**src/rtl/mastermind_scorer.sv**
```systemverilog
// mastermind_scorer: scores one guess row against the secret code held in
// BOARD_RAM, then writes the hit / partial counts back as the row's hint
// cells. The work is serial: 3 cycles per pin, then one pass over the
// per-colour counters, then two RAM writes.
module mastermind_scorer #(
  parameter int MAX_PINS   = 16,
  parameter int MAX_COLORS = 16,
  parameter int COLOR_W    = 4,
  parameter int ADDR_W     = 12,
  parameter int DATA_W     = 8
) (
  input  logic              CLK,
  input  logic              RST,
  input  logic              start,
  input  logic [7:0]        pins_count,
  input  logic [ADDR_W-1:0] secret_base,
  input  logic [ADDR_W-1:0] guess_base,
  input  logic [ADDR_W-1:0] hint_base,
  output logic [ADDR_W-1:0] ram_raddr,
  input  logic [DATA_W-1:0] ram_q,
  output logic [ADDR_W-1:0] ram_waddr,
  output logic [DATA_W-1:0] ram_wdata,
  output logic              ram_wen,
  output logic              busy,
  output logic              done,
  output logic [7:0]        hits,
  output logic [7:0]        partials,
  output logic              win
);

  localparam logic [2:0] IDLE    = 3'd0;
  localparam logic [2:0] RD_SEC  = 3'd1;
  localparam logic [2:0] RD_GSS  = 3'd2;
  localparam logic [2:0] CMP     = 3'd3;
  localparam logic [2:0] SUM     = 3'd4;
  localparam logic [2:0] WR_HITS = 3'd5;
  localparam logic [2:0] WR_PART = 3'd6;
  localparam logic [2:0] DONE    = 3'd7;

  localparam logic [7:0]         PIN_LIM = 8'(MAX_PINS);
  localparam logic [COLOR_W-1:0] C_LAST  = COLOR_W'(MAX_COLORS - 1);

  logic [2:0]         state;
  logic [7:0]         n;
  logic [7:0]         i;
  logic [COLOR_W-1:0] c;
  logic [COLOR_W-1:0] s;
  logic [ADDR_W-1:0]  sec_b, gss_b, hint_b;
  logic [ADDR_W-1:0]  raddr_hold;
  // Unmatched-pin histograms; 5 bits cover a full row of one colour.
  logic [MAX_COLORS-1:0][4:0] sec_cnt;
  logic [MAX_COLORS-1:0][4:0] gss_cnt;

  logic [COLOR_W-1:0] g;
  logic [4:0]         cmin;

  assign g    = ram_q[COLOR_W-1:0];
  assign cmin = (sec_cnt[c] < gss_cnt[c]) ? sec_cnt[c] : gss_cnt[c];

  assign busy = (state != IDLE);
  assign done = (state == DONE);

  // RAM port drive: read address is live in the read states and otherwise
  // holds the last address issued; writes only in the two hint states.
  always_comb begin
    ram_raddr = raddr_hold;
    ram_waddr = '0;
    ram_wdata = '0;
    ram_wen   = 1'b0;
    case (state)
      RD_SEC:  ram_raddr = sec_b + ADDR_W'(i);
      RD_GSS:  ram_raddr = gss_b + ADDR_W'(i);
      WR_HITS: begin
        ram_wen   = 1'b1;
        ram_waddr = hint_b;
        ram_wdata = DATA_W'(hits);
      end
      WR_PART: begin
        ram_wen   = 1'b1;
        ram_waddr = hint_b + ADDR_W'(1);
        ram_wdata = DATA_W'(partials);
      end
      default: ;
    endcase
  end

  // Remember the last read address so it stays stable outside the read states.
  always_ff @(posedge CLK or posedge RST) begin
    if (RST) raddr_hold <= '0;
    else     raddr_hold <= ram_raddr;
  end

  // Control FSM plus all datapath registers.
  always_ff @(posedge CLK or posedge RST) begin
    if (RST) begin
      state    <= IDLE;
      n        <= '0;
      i        <= '0;
      c        <= '0;
      s        <= '0;
      sec_b    <= '0;
      gss_b    <= '0;
      hint_b   <= '0;
      sec_cnt  <= '0;
      gss_cnt  <= '0;
      hits     <= '0;
      partials <= '0;
      win      <= 1'b0;
    end else begin
      case (state)
        IDLE: if (start) begin
          n        <= (pins_count > PIN_LIM) ? PIN_LIM : pins_count;
          sec_b    <= secret_base;
          gss_b    <= guess_base;
          hint_b   <= hint_base;
          i        <= '0;
          c        <= '0;
          sec_cnt  <= '0;
          gss_cnt  <= '0;
          hits     <= '0;
          partials <= '0;
          win      <= 1'b0;
          state    <= (pins_count != 8'd0) ? RD_SEC : SUM;
        end
        RD_SEC: state <= RD_GSS;
        RD_GSS: begin
          s     <= ram_q[COLOR_W-1:0];
          state <= CMP;
        end
        CMP: begin
          if (s == g) hits <= hits + 8'd1;
          else begin
            sec_cnt[s] <= sec_cnt[s] + 5'd1;
            gss_cnt[g] <= gss_cnt[g] + 5'd1;
          end
          i     <= i + 8'd1;
          state <= (i == n - 8'd1) ? SUM : RD_SEC;
        end
        // Colour-only matches: per colour, the smaller unmatched count pairs up.
        SUM: begin
          partials <= partials + {3'b000, cmin};
          c        <= c + COLOR_W'(1);
          if (c == C_LAST) state <= WR_HITS;
        end
        WR_HITS: state <= WR_PART;
        WR_PART: begin
          win   <= (hits == n);
          state <= DONE;
        end
        DONE:    state <= IDLE;
        default: state <= IDLE;
      endcase
    end
  end

endmodule

```
**config.mk**
```make
export PLATFORM = sky130hd
export DESIGN_NAME = mastermind_scorer
export DESIGN_NICKNAME = d
export VERILOG_FILES = /design/src/rtl/mastermind_scorer.sv
export SDC_FILE = /design/constraint.sdc
export NUM_CORES = 1
export LEC_CHECK = 0
export ABC_CLOCK_PERIOD_IN_PS = 9600
export CORE_ASPECT_RATIO = 1.5
export CORE_MARGIN = 2
export CORE_UTILIZATION = 55
export CTS_BUF_LIST = sky130_fd_sc_hd__clkbuf_4
export DETAILED_ROUTE_END_ITERATION = 8
export PLACE_DENSITY = 0.79
export REMOVE_ABC_BUFFERS = 1
export SLEW_MARGIN = 20
export SYNTH_ARGS = -nofsm -noshare
export SYNTH_HDL_FRONTEND = slang
export SYNTH_SLANG_ARGS = --single-unit
```
**constraint.sdc**
```tcl
create_clock -name CLK -period 9.6 [get_ports CLK]
set_input_delay 1.92 -clock CLK [delete_from_list [all_inputs] [get_ports CLK]]
set_output_delay 1.92 -clock CLK [all_outputs]
set_load 0.02 [all_outputs]
```
Word-level counts from Yosys, hierarchy flattened
Cells that the tools add are included.

word-level totals
  bits of input ports = 55
  output and inout bits = 52
  bits in registers = 252

operators by class
  equality and inequality tests = 15
  reductions and logical operators = 16
  mux-type cells = 39
  add/subtract/negate cells = 10
  $lt $le $gt $ge = 7

operators by type and width
  cell                   number
  $pmux 80 s2            2
  $mux 80                3
  $bwmux 80              2
  $bmux 5 s4             4
  $pmux 8 s2             4
  $pmux 12 s2            2
  $demux 5 s4            2
  $mux 5                 7
  $add 12x8->12          2
  $mux 8                 3
  $pmux 3 s8             1
  $add 8x1->8 const B    2
  $eq 8x8->1             2
  $lt 4x5->1 const B     3
  $add 12x1->12 const B  1
  $eq 3x3->1 const B     4
  $mux 3                 4
  $add 5x1->5 const B    2
  $reduce_and 2->1       5
  $add 8x5->8            1
  $ge 4x1->1 const B     2
  $gt 8x5->1 const B     1
  $ne 2x2->1 const B     4
  $pmux 4 s2             1
  other kinds (17)       23

Logic depth before layout (Yosys ltp)
Gate-level depths: netlist (run 1).

  word-level depth = 7
  depth in mapped cells = 21
  mapped depth without buffers = 18

Worst setup path after synthesis (run 1)
OpenSTA, ideal clock, no wires.

  path kind = register to output
  start = reg state[0]
  end = out ram_raddr[10]
  stages on the path, launching flop included = 15
  path buffers = 2
  setup slack = 3.851 ns
  required time = 7.680 ns
  data arrival time = 3.829 ns
  cells stage by stage = dfrtp_1 inv_1 ha_1 nand2b_1 buf_2 buf_1 mux2_2 ha_1 fa_1 a21o_1 a21oi_1 o21bai_1 a211oi_1 nor4_1 o31ai_1

on the way
  cells in the longest elaborated chain, start to end = 2
  elaborated cells on any way between the ends = 3

RTL lines
  element                                   line  RTL
  start: declaration                        43    logic [2:0] state;
  start signal: assignment                  123   state <= (pins_count != 8'd0) ? RD_SEC : SUM;
  start signal: assignment                  137   state <= (i == n - 8'd1) ? SUM : RD_SEC;
  $eq 3x2->1 or $eq 3x1->1 (tied branches)  70    case (state)
  $pmux 12 s2 *                             70
  end: declaration                          19    output logic [ADDR_W-1:0] ram_raddr,

Every way passes the cells marked *; elsewhere a longest branch is shown, timed or not.

Worst setup path after layout (run 1)
Ends and elaborated chain as after synthesis.

==> results of run 1 <==
==> layout make-up <==
type,count,area [sq um]
diodes,1,2.50
clock buffers,85,638
clock inverters,10,37.5
fillers,2066,9500
inverters,22,90.1
multi-input cells,989,7550
flip-flops and latches,252,6310
well taps,333,417
repair buffers,117,1130
==> flip-flops by register name (all words and copies together), names as in the netlist, 4 cells and up <==
register and cells:
gss_cnt 80, sec_cnt 80, gss_b 12, hint_b 12, raddr_hold 12, sec_b 12
hits 8, i 8, n 8, partials 8, c 4, s 4
==> power breakdown <==
group | leakage [nW] | switching, mW | internal [mW]
sequential | 3.40 | 0.143 | 1.22
combinational | 3.13 | 0.889 | 0.538
clock | 0.409 | 0.420 | 0.399
total | 6.93 | 1.45 | 2.16
==> placed cells by master, fill, tap and decap left out, types with 22 or more instances in the layout <==
master and count:
mux4_2 68, xnor2_1 22, nand3_1 32, clkbuf_4 85, mux2_2 53, xor2_1 23, dfrtp_1 251, ha_1 28
mux4_1 26, nor2_1 34, clkdlybuf4s50_1 102, o21ai_0 208, nand2_1 273
==> worst max-delay path, stage by stage, from the launching register on <==
cell	delay, ps
dfrtp_1	390
inv_1	90
ha_1	250
nand2b_1	80
buf_4	300
mux2_2	380
ha_1	210
fa_1	410
a21o_1	170
a21oi_1	230
o21bai_1	130
a211oi_1	430
nor4_1	120
o31ai_1	340
clkdlybuf4s50_1	670
==> cell families (layout without fill, tap and decap cells) <==
logic type | count (synthesis) | in the layout | share of synthesized area, %
AO/OA/AOI/OAI | 325 | 325 | 13.3
XOR/XNOR | 49 | 49 | 3.21
adder cells (fa/ha/maj) | 30 | 30 | 2.73
buffers and inverters | 93 | 234 | 3.24
flip-flops | 252 | 252 | 44.1
multiplexers | 153 | 153 | 20.1
other | 0 | 1 | 0
AND/OR/NAND/NOR | 432 | 432 | 13.4
==> metal layers <==
metal	vias up	part of all wire [%]	global-route usage [%]
met5	-	0	0
met4	0	5.6	15.4
met3	166	7.4	5.64
met2	619	51	48.9
met1	5731	35	33.1
li1	5115	-	-
==> per-stage QoR <==
step	std cells	total power, mW	cell area (sq um)	hold slack, ps
final	1809	3.61	16200	478
after global routing	1809	3.81	16200	511
after CTS	1808	3.61	16200	486
after detailed placement	1713	2.79	15500	465
after global placement	1713	2.75	15500	466
after floorplan	1263	2.28	13900	458
==> how the worst max path moves through the flow <==
stage	depth (start not counted)	from	slack, ps	endpoint
5_1_grt	14	state[0]	2480	ram_raddr[10]
4_1_cts	12	state[2]	2750	ram_raddr[10]
2_1_floorplan	1	RST	750	c[0]
3_5_place_dp	8	ram_q[0]	3370	gss_cnt[19]
3_3_place_gp	8	ram_q[0]	3550	gss_cnt[9]
6_report	14	state[0]	2750	ram_raddr[10]
==> flow_summary.json, run 1 <==
{
  "status": "finished, final reports clean",
  "cp.arrival_ps": 4930,
  "timing.rr.end": "partials[7]",
  "cts_buffers": 59,
  "start_util_pct": 55.8,
  "cp_max_fo": 21,
  "layout_setup_ws_ps": 2750,
  "antenna_left": 0,
  "ys_seq_area_share_pct": 44.1,
  "wl_per_cell_um": 20.9,
  "async_reset_ff_share_pct": 100,
  "cp-end-kind": "primary output",
  "synthFlopType": "dfrtp_1",
  "drt_iter0_markers": 984,
  "cts_root_buffer": "clkbuf_4",
  "cts_setup_buffers": 0,
  "synthTopCellsByCount": "nand2_1 (273), dfrtp_1 (252), o21ai_0 (208)",
  "ctsResizeCount": 0,
  "hp-start": "raddr_hold[1]",
  "cts_tree": "yes",
  "finalWorstPathRequiredPeriod_ps": 6850,
  "tns_ps": 0,
  "finalMaxSlewViolations": 0,
  "netlist.top_cell.by_area": "dfrtp_1",
  "hold_path.class": "register to register",
  "clk_latency_ps": 740,
  "yosysTopAreaCellShare_pct": 44.1,
  "antenna_found_initial": 1,
  "vias": 11631,
  "portBuffers": 102,
  "setup_viol": 0,
  "finalWirelength_um": 37800,
  "die-area_sq_mm": 0.0274,
  "overflow": 0,
  "fmax_ghz": 0.146,
  "finalCritPeriodShare_pct": 71.3,
  "synth_area_sq_mm": 0.0143,
  "cts_max_level": 2,
  "synth_warnings": 0,
  "synthesis.instances": 1334,
  "timing.rr.start": "c[0]",
  "clockBufferDepth": 3,
  "hold_path_end": "raddr_hold[1]",
  "grt_pass1_vias": 11826,
  "pin_count": 107,
  "synth_area_leaders": "dfrtp_1 (44%), mux4_2 (11%), o21ai_0 (7.3%), nand2_1 (7.2%), mux4_1 (4.8%)",
  "dp_slack_ps": 3370,
  "drcViolationCount": 0,
  "drive_gt1_share_pct": 17.7,
  "worstMarginPinSlew_ps": 1140,
  "syn2layout_area_growth_pct": 13.0,
  "synth_edf_count": 0,
  "syn_avg_cell_area_sq_um": 10.7,
  "rsz0062_at_grt": "false",
  "maxCapViolCount": 0,
  "worstHoldPathCells": 2,
  "vias_per_cell": 6.43,
  "dpl.hpwl_um": 26400,
  "power_leakage_nw": 6.93,
  "firstDrtPassIters": 5,
  "utilization_pct": 63.0,
  "powerDensity_mw_per_mm2": 223,
  "worstPathRequired_ps": 7680,
  "hold_buffers": 0,
  "grt_max_degree": 130,
  "r2r_slack_ps": 4470,
  "fin_skew_ps": 33.6,
  "num_rows": 72,
  "critical_path_class": "register to primary output",
  "grt_use_total_pct": 28.4,
  "coreArea_sq_mm": 0.0257,
  "ys_ff_latch": 252,
  "slew_headroom_pct": 24.2,
  "cts.sinks": 252,
  "nets": 1526,
  "synth_most_common_cell": "nand2_1",
  "cts.clk_slew.worst_paths_ps": 60,
  "hold_violations": 0,
  "ir_drop_mv": 0.153,
  "grt_pass1_wl_um": 61300,
  "die_y_um": 202,
  "cp-start-kind": "register",
  "place.gp.congestion": 0.956,
  "reg2regPathDepth": 16,
  "synth_cell_type_count": 62,
  "die_x_um": 136
}
No activity file was read; power rests on OpenSTA's default activity.
==> run 2, diff against run 1 <==
Settings changed: ABC_CLOCK_PERIOD_IN_PS 9600 to 7100.
Clock period 9.6 ns to 7.1 ns, I/O delays scaled along.
==> flow_summary.json, run 2 (synthesis gave the netlist of run 1 again) <==
{
  "status": "finished, final reports clean",
  "layout_setup_ws_ps": 697,
  "reg_top3": "gss_cnt x80, sec_cnt x80",
  "path_cells": "inv_1 > ha_1 > nand2b_1 > mux2_2 > ha_1 > fa_1 > a21o_1 > a21oi_1 > o21bai_1 > a211oi_1 > nor4_1 > o31ai_1 > clkdlybuf4s50_1",
  "ir_drop_mv": 0.246,
  "worstPathRequired_ps": 5680,
  "drt_iter0_markers": 974,
  "grt_use_total_pct": 28.4,
  "crit_buf_inv": 2,
  "grt_max_degree": 151,
  "slowest_delay_ps": 670,
  "antenna_found_initial": 1,
  "hold_path.class": "register to register",
  "n_fill_cell": 2048,
  "layout_common_cells": "nand2_1 (273), dfrtp_1 (251), o21ai_0 (208), clkdlybuf4s50_1 (102), clkbuf_4 (89)",
  "drcViolationCount": 0,
  "finalWorstPathRequiredPeriod_ps": 6400,
  "fmax_ghz": 0.156,
  "final_common_cell": "nand2_1",
  "rsz0062_at_grt": "false",
  "ff_latch_area_sq_mm": 0.00631,
  "overflow": 0,
  "hp-start": "raddr_hold[0]",
  "critical_path_class": "register to primary output",
  "nets": 1529,
  "multi_input_area_sq_mm": 0.00755,
  "hold_buffers": 0,
  "cpLargestDelayFamily": "compound AO/OA/AOI/OAI gates",
  "grt_pass1_wl_um": 61000,
  "power_leakage_nw": 6.99,
  "die_y_um": 202,
  "cts_setup_buffers": 0,
  "cts_tree": "yes",
  "cpMostUsedCell": "ha_1",
  "worstHoldPathCells": 2,
  "finalCritPeriodShare_pct": 90.2,
  "hold_violations": 0,
  "wl_per_cell_um": 20.8,
  "antenna_left": 0,
  "cts_max_level": 2,
  "ctsResizeCount": 0,
  "syn2layout_area_growth_pct": 13.8,
  "die_x_um": 136,
  "vias_per_cell": 6.27,
  "cts_buffers": 61,
  "timing.rr.start": "c[0]",
  "finalMaxSlewViolations": 0,
  "cts_root_buffer": "clkbuf_4",
  "finalWirelength_um": 37900,
  "cp-start-kind": "register",
  "clk_latency_ps": 780,
  "slew_headroom_pct": 27.0,
  "coreArea_sq_mm": 0.0257,
  "drive_gt1_share_pct": 18.0,
  "reg2regPathDepth": 17,
  "cts.clk_slew.worst_paths_ps": 60,
  "portBuffers": 102,
  "r2r_slack_ps": 1920,
  "fin_skew_ps": 74.2,
  "cpMaxStageDelayCell": "clkdlybuf4s50_1",
  "cp_max_fo": 8,
  "cts.sinks": 252,
  "pin_count": 107,
  "die-area_sq_mm": 0.0274,
  "num_rows": 72,
  "powerDensity_mw_per_mm2": 305,
  "vias": 11424,
  "tns_ps": 0,
  "clockBufferDepth": 3,
  "cp.arrival_ps": 4980,
  "cp-end-kind": "primary output",
  "dp_slack_ps": 1530,
  "start_util_pct": 55.8,
  "firstDrtPassIters": 6,
  "maxCapViolCount": 0,
  "timing.rr.end": "partials[7]",
  "grt_pass1_vias": 11601,
  "worstMarginPinSlew_ps": 1090,
  "setup_viol": 0,
  "place.gp.congestion": 0.944,
  "dpl.hpwl_um": 26500,
  "hold_path_end": "raddr_hold[0]"
}
==> run 2: changes by cell type in the layout (fill, tap and decap cells not counted), sizes merged <==
cell	change
buf	+1
clkinv	+6
bufinv	+1
clkbuf	+4
clkinvlp	+1
inv	-1
==> run 2: worst max-delay path by stage <==
stage	from	end	depth (start not counted)
3_3_place_gp	state[2]	ram_raddr[10]	11
2_1_floorplan	RST	c[0]	1
3_5_place_dp	state[0]	ram_raddr[10]	13
6_report	state[0]	ram_raddr[10]	13
4_1_cts	state[0]	ram_raddr[10]	13
5_1_grt	state[2]	ram_raddr[10]	11
==> run 2: routing by layer <==
metal	GRT usage [%]	wire [um]
met1	33.0	13700
met3	5.47	2680
met5	0	0
met4	14.2	1900
met2	49.7	19600
==> run 2: final cells by class <==
cell class	count	share of cell area [%]
clock buffer	89	4.10
timing repair buffer	118	7.16
sequential	252	38.7
tap	333	2.56
inverter	22	0.553
antenna	1	0.0154
clock inverter	17	0.584
multi-input combinational	989	46.3
==> run 2: per-stage QoR <==
| stage | utilization (%) | total power [mW] | instance area, sq um | instances | hold WS (ps) |
|---|---|---|---|---|---|
| 2_1_floorplan | - | 3.08 | 13900 | 1263 | 458 |
| 3_3_place_gp | 60.5 | 3.71 | 15500 | 1714 | 462 |
| 3_5_place_dp | 60.5 | 3.76 | 15500 | 1714 | 461 |
| 4_1_cts | 63.5 | 4.97 | 16300 | 1820 | 477 |
| 5_1_grt | 63.5 | 5.24 | 16300 | 1821 | 512 |
| 6_report | 63.5 | 4.96 | 16300 | 1821 | 474 |
==> run 2: tightest hold or removal path, delay by kind of cell (launching register included) <==
family | cells | cell delay, ps
flops | 1 | 320
simple gates | 2 | 110
==> run 2: power by group <==
group	total (mW)	switching (mW)	internal [mW]	leakage (nW)
combinational	1.91	1.18	0.729	3.14
clock	1.20	0.598	0.606	0.450
sequential	1.85	0.193	1.65	3.40
total	4.96	1.98	2.99	6.99
